$ cat config.mk
export PLATFORM = sky130hd
export DESIGN_NAME = load_store_unit_flat
export DESIGN_NICKNAME = d
export VERILOG_FILES = /design/src/rtl/lsu_pkg.sv /design/src/rtl/lsu_if.sv /design/src/rtl/lsu_align.sv /design/src/rtl/load_store_unit.sv /design/src/flat_wrapper.sv
export SDC_FILE = /design/constraint.sdc
export NUM_CORES = 1
export LEC_CHECK = 0
export CELL_PAD_IN_SITES_DETAIL_PLACEMENT = 0
export CELL_PAD_IN_SITES_GLOBAL_PLACEMENT = 1
export CORE_ASPECT_RATIO = 0.7
export CORE_MARGIN = 2
export CORE_UTILIZATION = 25
export CTS_CLUSTER_DIAMETER = 60
export DETAILED_ROUTE_END_ITERATION = 8
export GPL_TIMING_DRIVEN = 0
export PLACE_DENSITY_LB_ADDON = 0.2
export SLEW_MARGIN = 0
export SYNTH_ARGS = -nofsm -noshare
export SYNTH_HDL_FRONTEND = slang
export SYNTH_SLANG_ARGS = --single-unit
$ cat constraint.sdc
create_clock -name clk -period 6.8 [get_ports clk]
set_input_delay 2.04 -clock clk [delete_from_list [all_inputs] [get_ports clk]]
set_output_delay 2.04 -clock clk [all_outputs]
set_load 0.02 [all_outputs]
$ cat src/rtl/lsu_pkg.sv
// Shared types and constants for the load/store unit.
//   state_e    : access FSM states
//   F3_*       : funct3 access size/sign encodings
//   be_t       : 4-bit byte-enable vector
//   f3_illegal : funct3 legality check for a given direction
package lsu_pkg;
  typedef enum logic [1:0] {IDLE, REQ, RSP, DONE} state_e;

  localparam logic [2:0] F3_B  = 3'b000;
  localparam logic [2:0] F3_H  = 3'b001;
  localparam logic [2:0] F3_W  = 3'b010;
  localparam logic [2:0] F3_BU = 3'b100;
  localparam logic [2:0] F3_HU = 3'b101;

  typedef logic [3:0] be_t;

  // Stores only have signed-size encodings; unsigned forms are load-only.
  function automatic logic f3_illegal(input logic [2:0] f3, input logic we);
    return !(f3 inside {F3_B, F3_H, F3_W}) && (we || !(f3 inside {F3_BU, F3_HU}));
  endfunction
endpackage

$ cat src/rtl/lsu_if.sv
// Valid/ready data bus between the load/store unit (master) and memory (slave).
//   valid/ready : request handshake; we/addr/be/wdata are request fields
//   rvalid/rdata: load response
interface lsu_if import lsu_pkg::*; #(
  parameter int ADDR_W = 32
);
  logic              valid;
  logic              ready;
  logic              we;
  logic [ADDR_W-1:0] addr;
  be_t               be;
  logic [31:0]       wdata;
  logic              rvalid;
  logic [31:0]       rdata;

  modport master (output valid, we, addr, be, wdata, input ready, rvalid, rdata);
  modport slave  (input valid, we, addr, be, wdata, output ready, rvalid, rdata);
endinterface

$ cat src/rtl/lsu_align.sv
// Combinational lane logic for the load/store unit.
//   f3    : funct3 of the access      alo   : address bits [1:0]
//   wdata : store data (rs2)          rdata : raw bus word for loads
//   be    : byte enables              wrep  : lane-replicated store data
//   rext  : shifted and sign/zero-extended load data
module lsu_align import lsu_pkg::*; (
  input  logic [2:0]  f3,
  input  logic [1:0]  alo,
  input  logic [31:0] wdata,
  input  logic [31:0] rdata,
  output be_t         be,
  output logic [31:0] wrep,
  output logic [31:0] rext
);
  logic [31:0] sh;

  always_comb begin
    be   = 4'b1111;
    wrep = wdata;
    case (f3[1:0])
      2'b00: begin
        be   = 4'b0001 << alo;
        wrep = {4{wdata[7:0]}};
      end
      2'b01: begin
        be   = 4'b0011 << {alo[1], 1'b0};
        wrep = {2{wdata[15:0]}};
      end
      default: ;
    endcase

    sh = rdata >> {alo, 3'b000};
    case (f3)
      F3_B:    rext = {{24{sh[7]}}, sh[7:0]};
      F3_BU:   rext = {24'h0, sh[7:0]};
      F3_H:    rext = {{16{sh[15]}}, sh[15:0]};
      F3_HU:   rext = {16'h0, sh[15:0]};
      default: rext = sh;
    endcase
  end
endmodule

$ cat src/rtl/load_store_unit.sv
// Load/store unit: bridges the single-cycle core's memory access onto a
// valid/ready bus, stalling the core until the access completes.
// Ports:
//   clk, reset (async, active low)
//   mem_req, memwrite, funct3, addr, wdata : core request
//   readdata, done, misalign, access_err   : completion, valid while done=1
//   stall                                  : hold the core
//   bus (lsu_if.master)                    : data bus
// Parameters: TIMEOUT (0 = never), ADDR_W.
// Build option: MISALIGN_TRAP_EN traps misaligned H/W accesses instead of
// masking the low address bits.
module load_store_unit import lsu_pkg::*; #(
  parameter int TIMEOUT = 255,
  parameter int ADDR_W  = 32
) (
  input  logic              clk,
  input  logic              reset,
  input  logic              mem_req,
  input  logic              memwrite,
  input  logic [2:0]        funct3,
  input  logic [ADDR_W-1:0] addr,
  input  logic [31:0]       wdata,
  output logic [31:0]       readdata,
  output logic              stall,
  output logic              done,
  output logic              misalign,
  output logic              access_err,
  lsu_if.master             bus
);
  localparam int CNT_W = (TIMEOUT < 2) ? 1 : $clog2(TIMEOUT + 1);

  state_e            state, state_nx;
  logic [CNT_W-1:0]  cnt;
  logic              we_q, err_q, mis_q;
  logic [2:0]        f3_q;
  logic [ADDR_W-1:0] addr_q, addr_m;
  logic [31:0]       wdata_q, rdata_q;
  logic              mis_in, tmo, req_vld, cap, set_err, set_mis;
  be_t               be;
  logic [31:0]       wrep, rext;

  // Misaligned H/W: either trapped, or the low bits are dropped.
  always_comb begin
    addr_m = addr;
    mis_in = 1'b0;
`ifdef MISALIGN_TRAP_EN
    mis_in = (funct3[1:0] == 2'b01 && addr[0]) ||
             (funct3[1:0] == 2'b10 && addr[1:0] != 2'b00);
`else
    if (funct3[1:0] == 2'b01) addr_m[0]   = 1'b0;
    if (funct3[1:0] == 2'b10) addr_m[1:0] = 2'b00;
`endif
  end

  assign tmo = (TIMEOUT != 0) && (cnt == CNT_W'(TIMEOUT));

  always_ff @(posedge clk or negedge reset) begin
    if (!reset) state <= IDLE;
    else        state <= state_nx;
  end

  always_comb begin
    state_nx = state;
    req_vld  = 1'b0;
    cap      = 1'b0;
    set_err  = 1'b0;
    set_mis  = 1'b0;
    case (state)
      IDLE: if (mem_req) begin
        if (f3_illegal(funct3, memwrite)) begin
          state_nx = DONE;
          set_err  = 1'b1;
        end else if (mis_in) begin
          state_nx = DONE;
          set_mis  = 1'b1;
        end else begin
          state_nx = REQ;
        end
      end
      REQ: if (tmo) begin
        state_nx = DONE;
        set_err  = 1'b1;
      end else begin
        req_vld = 1'b1;
        if (bus.ready) begin
          if (we_q) begin
            state_nx = DONE;
          end else if (bus.rvalid) begin
            state_nx = DONE;   // zero-wait response
            cap      = 1'b1;
          end else begin
            state_nx = RSP;
          end
        end
      end
      RSP: if (tmo) begin
        state_nx = DONE;
        set_err  = 1'b1;
      end else if (bus.rvalid) begin
        state_nx = DONE;
        cap      = 1'b1;
      end
      DONE: state_nx = IDLE;
      default: state_nx = IDLE;
    endcase
  end

  // Error/misalign flags are set only on the edge into DONE, so they are
  // high exactly for the DONE cycle.
  always_ff @(posedge clk or negedge reset) begin
    if (!reset) begin
      cnt     <= '0;
      we_q    <= 1'b0;
      f3_q    <= '0;
      addr_q  <= '0;
      wdata_q <= '0;
      rdata_q <= '0;
      err_q   <= 1'b0;
      mis_q   <= 1'b0;
    end else begin
      err_q <= set_err;
      mis_q <= set_mis;
      if (state == IDLE && mem_req) begin
        we_q    <= memwrite;
        f3_q    <= funct3;
        addr_q  <= addr_m;
        wdata_q <= wdata;
      end
      if (state == IDLE && state_nx == REQ) cnt <= '0;
      else if (state == REQ || state == RSP) cnt <= cnt + 1'b1;
      if (cap) rdata_q <= bus.rdata;
    end
  end

  lsu_align u_align (
    .f3    (f3_q),
    .alo   (addr_q[1:0]),
    .wdata (wdata_q),
    .rdata (rdata_q),
    .be    (be),
    .wrep  (wrep),
    .rext  (rext)
  );

  assign bus.valid = req_vld;
  assign bus.we    = req_vld & we_q;
  assign bus.addr  = req_vld ? {addr_q[ADDR_W-1:2], 2'b00} : '0;
  assign bus.be    = req_vld ? be : '0;
  assign bus.wdata = (req_vld && we_q) ? wrep : '0;

  assign done       = (state == DONE);
  assign stall      = mem_req & (state != DONE);
  assign access_err = done & err_q;
`ifdef MISALIGN_TRAP_EN
  assign misalign   = done & mis_q;
`else
  assign misalign   = 1'b0;
`endif
  assign readdata   = (done && !we_q && !err_q && !mis_q) ? rext : 32'h0;
endmodule

$ cat src/flat_wrapper.sv
// flat-port wrapper written by rule: the top's interface ports become plain ports
module load_store_unit_flat import lsu_pkg::*;
#(
  parameter int TIMEOUT = 255,
  parameter int ADDR_W  = 32
)
  (clk, reset, mem_req, memwrite, funct3, addr, wdata, readdata, stall, done, misalign, access_err, bus_valid, bus_we, bus_addr, bus_be, bus_wdata, bus_ready, bus_rvalid, bus_rdata);
  lsu_if #(.ADDR_W(ADDR_W)) bus_i ();
  input  logic clk;
  input  logic reset;
  input  logic mem_req;
  input  logic memwrite;
  input  logic [2:0] funct3;
  input  logic [ADDR_W-1:0] addr;
  input  logic [31:0] wdata;
  output logic [31:0] readdata;
  output logic stall;
  output logic done;
  output logic misalign;
  output logic access_err;
  output wire logic [$bits(bus_i.valid)-1:0] bus_valid;
  output wire logic [$bits(bus_i.we)-1:0] bus_we;
  output wire logic [$bits(bus_i.addr)-1:0] bus_addr;
  output wire logic [$bits(bus_i.be)-1:0] bus_be;
  output wire logic [$bits(bus_i.wdata)-1:0] bus_wdata;
  input wire logic [$bits(bus_i.ready)-1:0] bus_ready;
  input wire logic [$bits(bus_i.rvalid)-1:0] bus_rvalid;
  input wire logic [$bits(bus_i.rdata)-1:0] bus_rdata;
  assign bus_valid = bus_i.valid;
  assign bus_we = bus_i.we;
  assign bus_addr = bus_i.addr;
  assign bus_be = bus_i.be;
  assign bus_wdata = bus_i.wdata;
  assign bus_i.ready = bus_ready;
  assign bus_i.rvalid = bus_rvalid;
  assign bus_i.rdata = bus_rdata;
  load_store_unit #(.TIMEOUT(TIMEOUT), .ADDR_W(ADDR_W)) u_core (.clk(clk), .reset(reset), .mem_req(mem_req), .memwrite(memwrite), .funct3(funct3), .addr(addr), .wdata(wdata), .readdata(readdata), .stall(stall), .done(done), .misalign(misalign), .access_err(access_err), .bus(bus_i));
endmodule
-- Word level (Yosys, flattened, before mapping)
Index checks and enable logic that the tools add are counted.
- mux-type cells: 32
- reduce and logical (&&, ||, !) cells: 20
- shifts and indexed selects: 3
- eq/ne operators: 16
- bitwise gates (word level): 3
- add/sub/neg operators: 1
- operator list (operator ; number):
    $pmux 32 s4 ; 1
    $mux 32 ; 3
    $pmux 32 s2 ; 1
    $shr 32x5->32 ; 1
    $mux 2 ; 8
    $mux 8 ; 2
    $eq 3x3->1 const B ; 4
    $mux 1 ; 12
    $add 8x1->8 const B ; 1
    $eq 2x1->1 const B ; 4
    $eq 8x8->1 const B ; 1
    $pmux 2 s4 ; 1
    $pmux 4 s2 ; 1
    $eq 2x2->1 const B ; 3
    $eq 3x1->1 const B ; 2
    $logic_and 1x1->1 ; 6
    $logic_not 3->1 ; 2
    $logic_not 1->1 ; 4
    $logic_not 2->1 ; 2
    $mux 4 ; 1
    $pmux 1 s2 ; 2
    $reduce_bool 2->1 ; 2
    $shl 1x2->4 const A ; 1
    $shl 2x2->4 const A ; 1
    6 further kinds ; 9
- register bits: 111

-- Logic depth before layout (Yosys ltp)
- depth after elaboration: 11
- gate-level depth with buffers: 8
- mapped depth without buffers: 6

-- Modules after synthesis
A second synthesis with hierarchy kept.
- cells, all modules: 596
- area total of the unflattened synthesis: 6429.9 sq um
- by module, submodules not included (module ; area an instance (sq um) ; sequential area each (sq um) ; times used ; cells each):
    load_store_unit ; 5151.2 ; 2777.7 ; 1 ; 410
    lsu_align ; 1278.7 ; 0.0 ; 1 ; 186

-- Worst setup path after synthesis
No wires, ideal clock.
- kind: input -> output
- from: input port mem_req
- to: output port stall
- setup slack: 2513 ps
- arrival: 2247 ps
- buffers on the path: 0
- stages on the path: 1
- path through: and2b_1
- cells in the longest elaborated chain, start to end: 1
- RTL lines (item ; RTL line ; text):
    start, declared ; flat_wrapper.sv:11 ; input logic mem_req;
    $and 1x1->1 ; load_store_unit.sv:152 ; assign stall = mem_req & (state != DONE);
    end, declared ; flat_wrapper.sv:17 ; output logic stall;
Every way passes these cells.

-- Worst setup path after layout
Ends and elaborated chain as after synthesis.

==> results by group <==
STA
  • Final setup violation count: 0
  • Slew Viols, Final: 0
  • Unrepaired setup endpoints after global routing: false
  • Final number of hold-violating endpoints: 0
  • Period Utilization, post-route: 80.1%
  • Actual slew at the worst max-slew pin: 0.854 ns
  • Fin Clk Skew: 0.00998 ns
  • Fmax: 0.184 GHz
  • Setup TNS: 0 ns
  • Slew headroom: 43.0%
  • Hold slack: 0.485 ns
  • Minimum clock period: 5.45 ns

Clock network
  • CTS buffer count: 9
  • Clk sinks: 111
  • Worst-skew pair later-pin latency: 0.36 ns
  • Clk buf depth: 2
  • PostCTS Resize Cnt: 0
  • CTS tree: built
  • Root buf cell: clkbuf_16
  • H-Tree Level Count: 3
  • Hold buffer count at CTS: 0
  • Clock Pin Slew Worst Setup and Hold Paths: 0.07 ns
  • Post-CTS setup buffer count: 0

Yosys
  • Share of the synthesized area in the top cell type: 46.2%
  • Cell taking the most area after synthesis: dfrtp_1
  • Ys flop type: dfrtp_1
  • Ys Warns: 0
  • Netlist cell types: 51
  • Count leader, synth: dfrtp_1
  • Synth Instances: 551
  • Syn Area/Cell: 10.9 um^2
  • Cell area after synthesis: 6020 um^2
  • #FFs+latches synth: 111
  • Post-synth ARST share: 100%
  • Synth area leaders: dfrtp_1 (46%), mux2_2 (16%), mux2i_1 (6.0%)
  • Seq/Total Area, Yosys: 46.2%
  • EDFF count, synth: 0
  • Top post-synthesis cells by count: dfrtp_1 (111), mux2_2 (87), nor2_1 (54), and2_1 (39)

Cells and area
  • Non-Filler Instances: 1095
  • Layout cell share with drive strength beyond 1: 19.3%
  • Nets: 883
  • Fillers: 2396
  • Area Growth Syn to Fin: 46.6%

Run status
  • Status: complete, no violations

Global route
  • Tot GR Track Use: 15.8%
  • Gr ovfl total: 0
  • Largest net degree at the start of global routing: 63
  • Global-route wire length before repair: 30.6 mm
  • Vias in the first global route: 5252
  • Initial antenna violation count: 2

Routing
  • Drt via density: 4.48
  • ANT nets after route: 0
  • DRC Markers: 0
  • Vias: 4908
  • WL/cell: 17.9 um
  • DRT iter0 DRCs: 277
  • DRT Pass-1 Iters: 4
  • Wirelength, routed: 19.6 mm

Setup path
  • CP cell instances: clkdlybuf4s50_1 -> and2b_1 -> clkdlybuf4s50_1
  • Startpoint Class: primary input
  • Most Frequent Cell on Critical Path: clkdlybuf4s50_1
  • CP Max Fanout: 5
  • Critical path type: in2out
  • Req. time, crit path: 4.76 ns
  • Max incr delay on CP: 0.60 ns
  • Worst setup EP type: output pin
  • Slowest CP cell: clkdlybuf4s50_1
  • Data arrival, critical path: 3.41 ns
  • Flop2flop setup slack: 4.47 ns

Floorplanning
  • Die area: 25300 um^2
  • Cell row count: 47
  • Die Y: 134 um
  • Core area: 23600 um^2
  • Initial Util: 25.5%
  • Die X: 189 um
  • Ports: 211

Placement
  • Gpl congestion: 0.826
  • I/O Buffers: 207
  • Placed wire-length estimate: 15.1 mm
  • Placed cells: 1079

Power and ir drop
  • Peak supply drop: 0.153 mV
  • Lkg Pwr: 3.54 nW
  • P per Cell Area: 441 nW/um^2

Job
  • Maxcap violations: 0

Min path
  • Min-delay worst type: reg2reg
-- cell usage in the layout, fill, tap and decap left out, drive strengths merged, types with 2 or more instances in the layout --
| cell type | netlist | layout |
|---|---|---|
| nor2b | 12 | 12 |
| clkinvlp | 0 | 2 |
| ha | 6 | 6 |
| or3b | 2 | 2 |
| clkbuf | 13 | 22 |
| clkdlybuf4s50 | 0 | 206 |
| conb | 1 | 3 |
| a31oi | 2 | 2 |
| o22ai | 9 | 9 |
| or2 | 2 | 2 |
| dfrtp | 111 | 111 |
| o21ai | 13 | 13 |
| and2 | 39 | 39 |
| o21a | 3 | 3 |
| a211oi | 21 | 21 |
| mux2 | 97 | 97 |
| clkinv | 0 | 2 |
| o311ai | 2 | 2 |
| nand4 | 4 | 4 |
| mux2i | 36 | 36 |
| nand2 | 37 | 37 |
| a21oi | 21 | 21 |
| nand2b | 3 | 3 |
| a21o | 2 | 2 |
| inv | 8 | 9 |
| nand3 | 3 | 3 |
| xnor2 | 3 | 3 |
| xor2 | 4 | 4 |
| nor2 | 55 | 55 |
| buf | 30 | 32 |
-- cell type report --
| class | instances | area (um^2) | area share (%) |
|---|---|---|---|
| Timing Repair Buffer | 208 | 2100 | 23.8 |
| Buffer | 43 | 220 | 2.50 |
| Inverter | 8 | 30.0 | 0.340 |
| Clock inverter | 6 | 71.3 | 0.808 |
| Clock buffer | 9 | 225 | 2.55 |
| Sequential cell | 111 | 2780 | 31.5 |
| Multi-Input combinational cell | 391 | 3000 | 34.0 |
| Tap cell | 318 | 398 | 4.51 |
| Antenna cell | 1 | 2.50 | 0.0284 |
-- path summary, 6_finish.rpt --
| kind | cells after the start | end | startpoint |
|---|---|---|---|
| worst max-delay path | 3 | stall | mem_req |
| worst min-delay path | 1 | u_core.rdata_q[5]$_DFFE_PN0P_ | u_core.rdata_q[5]$_DFFE_PN0P_ |
| worst max register to register | 7 | u_core.rdata_q[13]$_DFFE_PN0P_ | u_core.state[0]$_DFF_PN0_ |
| worst min register to register | 1 | u_core.rdata_q[5]$_DFFE_PN0P_ | u_core.rdata_q[5]$_DFFE_PN0P_ |
| max in group asynchronous | 2 | u_core.addr_q[8]$_DFFE_PN0P_ | reset |
| min in group asynchronous | 1 | u_core.rdata_q[20]$_DFFE_PN0P_ | reset |
-- report_power, final --
part | leakage [nW] | switching (mW) | internal [mW]
logic | 2.07 | 1.12 | 1.02
registers | 1.33 | 0.227 | 0.982
clock network | 0.138 | 0.256 | 0.287
total | 3.54 | 1.60 | 2.29
-- flip-flops by register name, indices dropped and copies added, names as in the netlist --
| register | cells |
|---|---|
| u_core.err_q | 1 |
| u_core.addr_q | 32 |
| u_core.wdata_q | 32 |
| u_core.cnt | 8 |
| u_core.state | 2 |
| u_core.we_q | 1 |
| u_core.f3_q | 3 |
| u_core.rdata_q | 32 |
-- critical path: cells and delay by family --
kind,cells,cell delay [ns]
buffers and inverters,2,1.20
and+or+nand+nor,1,0.16
-- kinds of logic after synthesis --
family	after synthesis	synth area share (%)
adder cells (fa/ha/maj)	6	1.25
AO/OA/AOI/OAI	78	9.21
other	1	0.0623
AND/OR/NAND/NOR	163	13.6
multiplexers	134	24.5
flip-flops	111	46.2
XOR/XNOR	7	1.02
buffers and inverters	51	4.16
-- metal layers --
| layer | vias to the layer above | track usage [%] | part of all wire [%] | wire length [um] |
|---|---|---|---|---|
| met2 | 145 | 23.1 | 43 | 8340 |
| met5 | - | 0 | 0.066 | 13 |
| met1 | 2396 | 22.4 | 48 | 9440 |
| met3 | 14 | 5.86 | 8.4 | 1660 |
| met4 | 2 | 3.40 | 0.82 | 160 |
| li1 | 2351 | - | - | - |
-- metrics by stage --
step	power, mW	area, um^2	setup slack [ns]	util (%)
3_5_place_dp	3.38	8520	1.39	36.1
3_3_place_gp	3.34	8500	-0.793	35.9
6_report	3.89	8820	1.35	37.3
5_1_grt	4.18	8820	1.31	37.3
4_1_cts	3.95	8820	1.38	37.3
2_1_floorplan	2.53	6030	2.51	-
(Power assumes the default switching activity.)
